`src/rtl/ecg_play_ctrl.sv`:
```
// ECG waveform playback sequencer.
// A phase accumulator walks the ECG LUT. Each sample tick captures the LUT
// word, scales it by a Q1.7 gain with saturation, and presents it on an
// output stream.
// Output stream handshake: out_data is held stable while out_valid is high.
// A sample is transferred on any clock edge where out_valid and out_ready
// are both high. out_valid never drops until that transfer happens.
module ecg_play_ctrl #(
  parameter int PHASE_W = 32,
  parameter int ADDR_W  = 10,
  parameter int DATA_W  = 16,
  parameter int GAIN_W  = 8
) (
  input  logic               clk,
  input  logic               rst_n,
  input  logic               sample_tick,
  input  logic               start,
  input  logic               stop,
  input  logic [PHASE_W-1:0] phase_inc,
  input  logic [GAIN_W-1:0]  gain,
  output logic [ADDR_W-1:0]  lut_addr,
  input  logic [DATA_W-1:0]  lut_data,
  output logic [DATA_W-1:0]  out_data,
  output logic               out_valid,
  input  logic               out_ready,
  output logic               busy,
  output logic               beat_pulse,
  output logic [15:0]        beat_count,
  output logic               overrun
);

  localparam int P_W = DATA_W + GAIN_W + 1;
  localparam logic signed [P_W-1:0] SAT_MAX = {{(P_W-DATA_W+1){1'b0}}, {(DATA_W-1){1'b1}}};
  localparam logic signed [P_W-1:0] SAT_MIN = {{(P_W-DATA_W+1){1'b1}}, {(DATA_W-1){1'b0}}};

  typedef enum logic [1:0] {
    S_IDLE  = 2'd0,
    S_RUN   = 2'd1,
    S_DRAIN = 2'd2
  } state_t;

  state_t               state;
  state_t               state_nxt;
  logic [PHASE_W-1:0]   phase_acc;
  logic [PHASE_W-1:0]   inc_reg;
  logic [PHASE_W:0]     sum;
  logic                 tick_act;
  logic                 wrap;
  logic signed [P_W-1:0] prod;
  logic signed [P_W-1:0] shifted;
  logic [DATA_W-1:0]    sat_val;

  // A tick only counts while playing. A carry out of the accumulator marks a beat boundary.
  assign tick_act = sample_tick && (state != S_IDLE);
  assign sum      = {1'b0, phase_acc} + {1'b0, inc_reg};
  assign wrap     = tick_act && sum[PHASE_W];
  assign lut_addr = phase_acc[PHASE_W-1 -: ADDR_W];

  // Gain is unsigned, so extend it with a zero sign bit before the signed multiply.
  assign prod    = $signed(lut_data) * $signed({1'b0, gain});
  assign shifted = prod >>> 7;
  assign sat_val = (shifted > SAT_MAX) ? {1'b0, {(DATA_W-1){1'b1}}} :
                   (shifted < SAT_MIN) ? {1'b1, {(DATA_W-1){1'b0}}} :
                   shifted[DATA_W-1:0];

  // Next-state logic. Start takes priority over stop in IDLE and in DRAIN.
  // Stop takes priority over start in RUN.
  always_comb begin
    state_nxt = state;
    case (state)
      S_IDLE:  if (start) state_nxt = S_RUN;
      S_RUN:   if (stop) state_nxt = S_DRAIN;
      S_DRAIN: begin
        if (start)     state_nxt = S_RUN;
        else if (wrap) state_nxt = S_IDLE;
      end
      default: state_nxt = S_IDLE;
    endcase
  end

  // State register. busy is registered alongside it so busy always tracks the state.
  always_ff @(posedge clk or negedge rst_n) begin
    if (!rst_n) begin
      state <= S_IDLE;
      busy  <= 1'b0;
    end else begin
      state <= state_nxt;
      busy  <= (state_nxt != S_IDLE);
    end
  end

  // Phase accumulator, beat-rate register and beat counter.
  // A new rate is loaded only at a beat boundary.
  always_ff @(posedge clk or negedge rst_n) begin
    if (!rst_n) begin
      phase_acc  <= '0;
      inc_reg    <= '0;
      beat_count <= '0;
      beat_pulse <= 1'b0;
    end else begin
      beat_pulse <= wrap;
      if (state == S_IDLE) begin
        phase_acc <= '0;
        if (start) begin
          inc_reg    <= phase_inc;
          beat_count <= '0;
        end
      end else if (sample_tick) begin
        phase_acc <= (state_nxt == S_IDLE) ? '0 : sum[PHASE_W-1:0];
        if (wrap) begin
          beat_count <= beat_count + 16'd1;
          inc_reg    <= phase_inc;
        end
      end
    end
  end

  // Output stage. When the held sample is stalled, a new tick's sample is
  // dropped and overrun is latched. The time base still advances.
  always_ff @(posedge clk or negedge rst_n) begin
    if (!rst_n) begin
      out_data  <= '0;
      out_valid <= 1'b0;
      overrun   <= 1'b0;
    end else begin
      if ((state == S_IDLE) && start) overrun <= 1'b0;
      if (tick_act) begin
        if (out_valid && !out_ready) begin
          overrun <= 1'b1;
        end else begin
          out_data  <= sat_val;
          out_valid <= 1'b1;
        end
      end else if (out_ready) begin
        out_valid <= 1'b0;
      end
    end
  end

endmodule

```
`config.mk`:
```
export PLATFORM = sky130hd
export DESIGN_NAME = ecg_play_ctrl
export DESIGN_NICKNAME = d
export VERILOG_FILES = /design/src/rtl/ecg_play_ctrl.sv
export SDC_FILE = /design/constraint.sdc
export NUM_CORES = 1
export LEC_CHECK = 0
export ABC_CLOCK_PERIOD_IN_PS = 4200
export CORE_MARGIN = 1.5
export CORE_UTILIZATION = 59
export CTS_CLUSTER_DIAMETER = 40
export DETAILED_ROUTE_END_ITERATION = 16
export GPL_ROUTABILITY_DRIVEN = 0
export PLACE_DENSITY = 0.84
export SYNTH_ARGS = -nofsm -noshare
export SYNTH_HDL_FRONTEND = slang
export SYNTH_SLANG_ARGS = --single-unit
```
`constraint.sdc`:
```
create_clock -name clk -period 4.2 [get_ports clk]
set_input_delay 0.42 -clock clk [delete_from_list [all_inputs] [get_ports clk]]
set_output_delay 0.42 -clock clk [all_outputs]
set_load 0.1 [all_outputs]
```
==> results of run 1 <==
[layout make-up]
class                      count  area share (%)
clock buffer                  11            1.76
clock inverter                 4           0.189
inverter                     164            4.70
multi-input combinational    765            55.6
sequential                   102            19.3
tap                          225            2.13
timing repair buffer         230            16.3
[path summary, 6_finish.rpt]
| check | start | end | slack (ps) | depth (start not counted) |
|---|---|---|---|---|
| min | rst_n | phase_acc[9] | 180 | 1 |
| max reg2reg | phase_acc[0] | inc_reg[22] | 450 | 12 |
| max in group asynchronous | rst_n | phase_acc[31] | 3070 | 2 |
| min in group clk | inc_reg[11] | inc_reg[11] | 500 | 1 |
| max | lut_data[13] | out_data[13] | -920 | 20 |
| min reg2reg | inc_reg[11] | inc_reg[11] | 500 | 1 |
[Yosys cell counts (7+ instances only)]
cell	instances	area, sq um
sky130_fd_sc_hd__a31oi_1	9	56.3
sky130_fd_sc_hd__xnor2_1	30	263
sky130_fd_sc_hd__or3_1	15	93.8
sky130_fd_sc_hd__a21o_1	19	143
sky130_fd_sc_hd__a211oi_1	8	60.1
sky130_fd_sc_hd__o21a_1	12	90.1
sky130_fd_sc_hd__fa_1	102	2040
sky130_fd_sc_hd__a22o_1	26	228
sky130_fd_sc_hd__nor2_1	33	124
sky130_fd_sc_hd__xor2_1	14	123
sky130_fd_sc_hd__nand2_1	95	357
sky130_fd_sc_hd__ha_1	79	988
sky130_fd_sc_hd__a21oi_1	49	245
sky130_fd_sc_hd__dfrtp_1	102	2550
sky130_fd_sc_hd__nor3_1	9	45.0
sky130_fd_sc_hd__buf_2	7	35.0
sky130_fd_sc_hd__inv_1	163	612
sky130_fd_sc_hd__mux2_2	24	270
sky130_fd_sc_hd__mux2_1	10	113
sky130_fd_sc_hd__o21ai_0	31	155
sky130_fd_sc_hd__clkbuf_1	17	63.8
sky130_fd_sc_hd__buf_4	11	82.6
sky130_fd_sc_hd__and2_1	79	494
sky130_fd_sc_hd__a221o_1	13	130
sky130_fd_sc_hd__nand3_1	10	50.1
[per-layer routing]
layer	vias up	share of wire, %	global-route usage, %
li1	4009	-	-
met1	4272	38	33.8
met2	315	53	52.6
met3	77	4.9	3.25
met4	0	3.7	12.2
met5	-	0	0
[worst max-delay path, cell delays in order]
cell and delay, ps:
sky130_fd_sc_hd__dlygate4sd2_1 300, sky130_fd_sc_hd__nand2_1 120, sky130_fd_sc_hd__fa_1 500, sky130_fd_sc_hd__inv_1 50
sky130_fd_sc_hd__fa_1 470, sky130_fd_sc_hd__fa_1 550, sky130_fd_sc_hd__inv_1 50, sky130_fd_sc_hd__fa_1 510
sky130_fd_sc_hd__inv_2 60, sky130_fd_sc_hd__ha_4 270, sky130_fd_sc_hd__nand3_2 70, sky130_fd_sc_hd__or2_4 250
sky130_fd_sc_hd__o32ai_4 310, sky130_fd_sc_hd__o31a_1 350, sky130_fd_sc_hd__o2111a_1 270, sky130_fd_sc_hd__nor3_4 70
sky130_fd_sc_hd__buf_6 140, sky130_fd_sc_hd__a2111oi_4 260, sky130_fd_sc_hd__buf_4 230, sky130_fd_sc_hd__a221o_1 130
[through the flow]
stage / power, mW / instance area (sq um) / utilization [%] / setup slack, ps / setup TNS (ps)
floorplan: 6.93 / 10600 / - / -615 / -8830
global placement: 8.60 / 12400 / 72.3 / -1540 / -24100
detailed placement: 8.83 / 12400 / 72.3 / -1680 / -26240
CTS: 10.0 / 13100 / 76.0 / -757 / -11550
global route: 11.3 / 13200 / 76.9 / -1080 / -16300
finish: 10.5 / 13200 / 76.9 / -924 / -14060
[report_power, final]
part,switching [mW],internal [mW]
clock network,0.361,0.397
registers,0.266,1.35
logic,4.49,3.65
[kinds of logic after synthesis]
| logic type | Yosys count | share of synthesized area, % |
|---|---|---|
| adder cells (fa/ha/maj) | 181 | 29.4 |
| buffers and inverters | 205 | 8.26 |
| flip-flops | 102 | 24.8 |
| AO/OA/AOI/OAI | 222 | 15.8 |
| multiplexers | 35 | 3.81 |
| AND/OR/NAND/NOR | 283 | 14.3 |
| XOR/XNOR | 44 | 3.74 |
[what timing repair did]
action	CTS	global route
buffers inserted	15	6
endpoints found under the setup margin	16	16
resized for setup	118	59
pin swaps	38	32
gates cloned	7	1
==> summary.md, run 1 <==
* yes — CTS tree
* 350 ps — worst skew pair latency
* -924 ps — least setup slack across all paths after layout
* 0 — number of max-capacitance violations reported
* 0 — post-detailed-route DRC marker count
* register — Crit. End Element
* 41.9 mm — first-pass GRT wire length
* 573 uV — Max rail drop VDD
* 6.38 nW — Static Leakage
* 1459 — number of instances in the placed design
* 2 — largest buffer count on any clock path
* input pin to register — CP Class
* 0 — Final Hold Violating Endpoints
* 102 — Seq cells post-synth
* 0 — final antenna-violating net count
* input pin to asynchronous set/reset pin — Tightest Hold Check Type
* 7.83 ps — post-route clock skew
* 796 nW/um^2 — power density over the cells
* 18.3 mm — half-perimeter wire length after placement
* 122% — final period utilization
* sky130_fd_sc_hd__inv_1 — commonest non-fill, non-tap cell in the layout
* 9 — number of buffers created by CTS
* 100% — fraction of synthesis flops using an asynchronous set or reset pin
* 0 — total number of yosys warnings
* sky130_fd_sc_hd__clkbuf_16 — clock root buffer
* setup timing — violated checks
* yes — RSZ-0062 raised after global routing
* input pin — crit path launch type
* 27.7% — Slew HR
* 1072 — Mapped Cells
* 60.0% — Initial Util
* 195 MHz — fmax
* 179 ps — final-layout worst hold slack
* 1515 — Final nets
* 0 — Max Slew Vio Count
* 5120 ps — time the final worst path needs with I/O delays and setup
* 135 um — Vert. Die Dim
* 144 x sky130_fd_sc_hd__inv_1, 102 x sky130_fd_sc_hd__dfrtp_1, 100 x sky130_fd_sc_hd__buf_4, 92 x sky130_fd_sc_hd__fa_1, 82 x sky130_fd_sc_hd__clkdlybuf4s50_1 — leading cell types in the layout, fill and taps excluded
* 17200 sq um — core region area
* 0 — # hold bufs at CTS
* 74 — maximum number of pins on one net before global-route repair
* 7340 sq um — area taken by multi-input logic gates
* 10300 sq um — post-synthesis instance area
* 8 — critical path fanouts, max
* 71 — number of distinct library cell variants in the gate-level netlist after synthesis
* 1501 — final non-filler cell total
* 108 — Top-Level Pins
* 8673 — routed via count
* 0 — EDFF count, synth
* 48 — number of core rows
* 24.8% — sequential element share of the synthesized area
* 2550 sq um — Reg area
* 5 — Detailed Routing Iterations Pass 1
* 16 — final setup violation count
* 8967 — via count of the first global-routing pass
* 9.62 sq um — Avg Synthesized Cell Area
* 1080 ps — measured slew at the worst slew-check pin
* 0 — Remaining Overflow, GRT
* 70 ps — clock slew at reported path FFs
* sky130_fd_sc_hd__dfrtp_1 — most frequently used flop master after synthesis
* 102 — total clock sinks
* 1100 — number of fillers in the final layout
* 18300 sq um — area of the die
* 28.1% — Layout area overhead
* 385 — violation count after the first detailed-routing iteration
* finished, violations left — result of the run
* 0 — antenna cell count
* 26.5 mm — routed wire length
* 135 um — Horiz. Die Dim
* 0 — antenna violations before repair
* 5410 ps — CP Data Arrival Time
* 107 — IO Port Bufs
* 4480 ps — Critical Path RT
* 5.78 — Via density
* 28.6% — global routing usage summed across all routing layers
* 17.7 um — Routed wire per std cell
* 3 — number of H-tree levels
* 1315 — Post-Syn Nets
* 22.3% — fraction of layout cells with a size suffix above 1
Note: power is estimated with default switching activity, not from simulation.
==> run 2: changes to the inputs <==
- CTS_CLUSTER_SIZE: default -> 14
==> results of run 2 <==
Final layout, timing and power as in run 1 (identical DEF).
==> RTL change: new RTL, config.mk and constraints of run 2 <==
Re-encode `state_t` (3 states) as one-hot, 3 bits wide.
--- a/src/rtl/ecg_play_ctrl.sv
+++ b/src/rtl/ecg_play_ctrl.sv
@@ -33,10 +33,10 @@
   localparam logic signed [P_W-1:0] SAT_MAX = {{(P_W-DATA_W+1){1'b0}}, {(DATA_W-1){1'b1}}};
   localparam logic signed [P_W-1:0] SAT_MIN = {{(P_W-DATA_W+1){1'b1}}, {(DATA_W-1){1'b0}}};
 
-  typedef enum logic [1:0] {
-    S_IDLE  = 2'd0,
-    S_RUN   = 2'd1,
-    S_DRAIN = 2'd2
+  typedef enum logic [2:0] {
+    S_IDLE  = 3'b001,
+    S_RUN   = 3'b010,
+    S_DRAIN = 3'b100
   } state_t;
 
   state_t               state;
Check against the original RTL: no difference found for any inputs over 4 cycles, from zero or initial values and one cycle with rst_n low; so few cycles prove little.
==> RTL change against run 2 <==
The flow still finishes with violations (negative setup slack). Power is 0.64% lower. First-iteration DRC count increased by 71%. Worst setup slack better by 0.34 ns. Global-route usage rose by 0.66 points. Routed wire length decreased by 1.1%. Area after synthesis decreased by 1.7%. Sequential cell count up 1. Design area is 0.34% lower. Critical path type unchanged. Largest power group unchanged. Highest routed layer unchanged.
==> RTL change: results (changes against run 2) <==
* Reg power frac at 15.1% (was 15.4%)
* Failing checks: negative setup slack (unchanged)
* Register area share after synthesis at 25.4% (was 24.8%)
* Post-synthesis cell type count at 62 (was 71)
* Pin count of the biggest net entering global routing at 83 (was 74)
* Worst-Margin Slew at 1.07 ns (was 1.08 ns)
* Mapped Nets at 1316 (was 1315)
* Final nets at 1518 (was 1515)
* Post-route cell area at 13200 sq um (about the same)
* Crit path arrival time at 5.05 ns (was 5.41 ns)
* Vias in the first global route at 8895 (was 8967)
* Final setup viols at 16 (unchanged)
* Critical path peak fanout at 7 (was 8)
* Post-route worst setup slack at -0.582 ns (was -0.924 ns)
* Seq pwr at 0.00157 W (was 0.00162 W)
* Setup slack at placement at -1.35 ns (was -1.68 ns)
* Layout cells sized above 1 at 22.0% (was 22.3%)
* Min Hold Slack at 0.252 ns (was 0.179 ns)
* Total number of vias at 8576 (was 8673)
* Setup TNS at -8.87 ns (was -14.06 ns)
* Clock skew at 0.00953 ns (was 0.00783 ns)
* Met2 WL at 13000 um (was 14000 um)
* First-pass GRT wire length at 42100 um (was 41900 um)
* FF-to-FF setup slack at 0.52 ns (was 0.45 ns)
* P_int at 0.00527 W (was 0.00540 W)
* Via/cell ratio at 5.72 (was 5.78)
* Met1 Routed Length at 10700 um (was 10200 um)
* Area after DPL at 12300 sq um (was 12400 sq um)
* M1 GR Usage at 38.4% (was 33.8%)
* Status: complete, but fails checks (unchanged)
RTL change: changes by cell type in the layout (fill, tap and decap cells not counted), sizes merged, moves of 6 or more:
cell	delta
nand2	+16
a221o	-13
nand4	+8
mux2i	+6
a21oi	+20
xor2	+8
a21o	-6
or3	-12
nor3	-6
nor2	+14
RTL change: repair_timing:
item,CTS,global route
gates resized for setup,121,45
pin swaps,57,49
endpoints found under the setup margin,16,16
buffers inserted,23,2
gates cloned,3,0
RTL change: worst max-delay path, stage by stage:
cell	delay, ns
buf_8	0.10
buf_12	0.12
and2_4	0.13
fa_2	0.57
fa_1	0.50
fa_1	0.58
inv_1	0.06
fa_1	0.40
inv_1	0.14
ha_4	0.23
a21oi_1	0.20
o21ai_2	0.14
nor4_4	0.37
a21oi_4	0.11
buf_4	0.15
a41o_1	0.22
o31a_1	0.32
buf_6	0.16
a21oi_2	0.13
RTL change: logic make-up (layout without fill, tap and decap cells):
family	count (synthesis)	count (layout)	share of synthesized area (%)
compound gates	194	194	12.7
xor+xnor	52	52	4.49
fa+ha+maj	181	181	29.9
buf+inv	196	403	7.99
flops	103	103	25.4
mux	41	41	4.47
simple gates	306	306	15.1
RTL change: worst paths after layout:
kind,cells past startpoint,start,end
max in group asynchronous,2,rst_n,state[0]
worst min register to register,1,beat_count[5],beat_count[5]
worst max-delay path,19,gain[5],out_data[6]
worst max register to register,12,phase_acc[0],inc_reg[5]
worst min-delay path,1,rst_n,phase_acc[9]
min in group clk,1,beat_count[5],beat_count[5]
RTL change: area by class of cell:
type	instances	area share [%]
Tap cell	220	2.09
Clock inverter	3	0.342
Clock buffer	13	1.90
Inverter	161	4.63
Sequential cell	103	19.6
Timing Repair Buffer	226	15.9
Multi-Input combinational cell	774	55.5
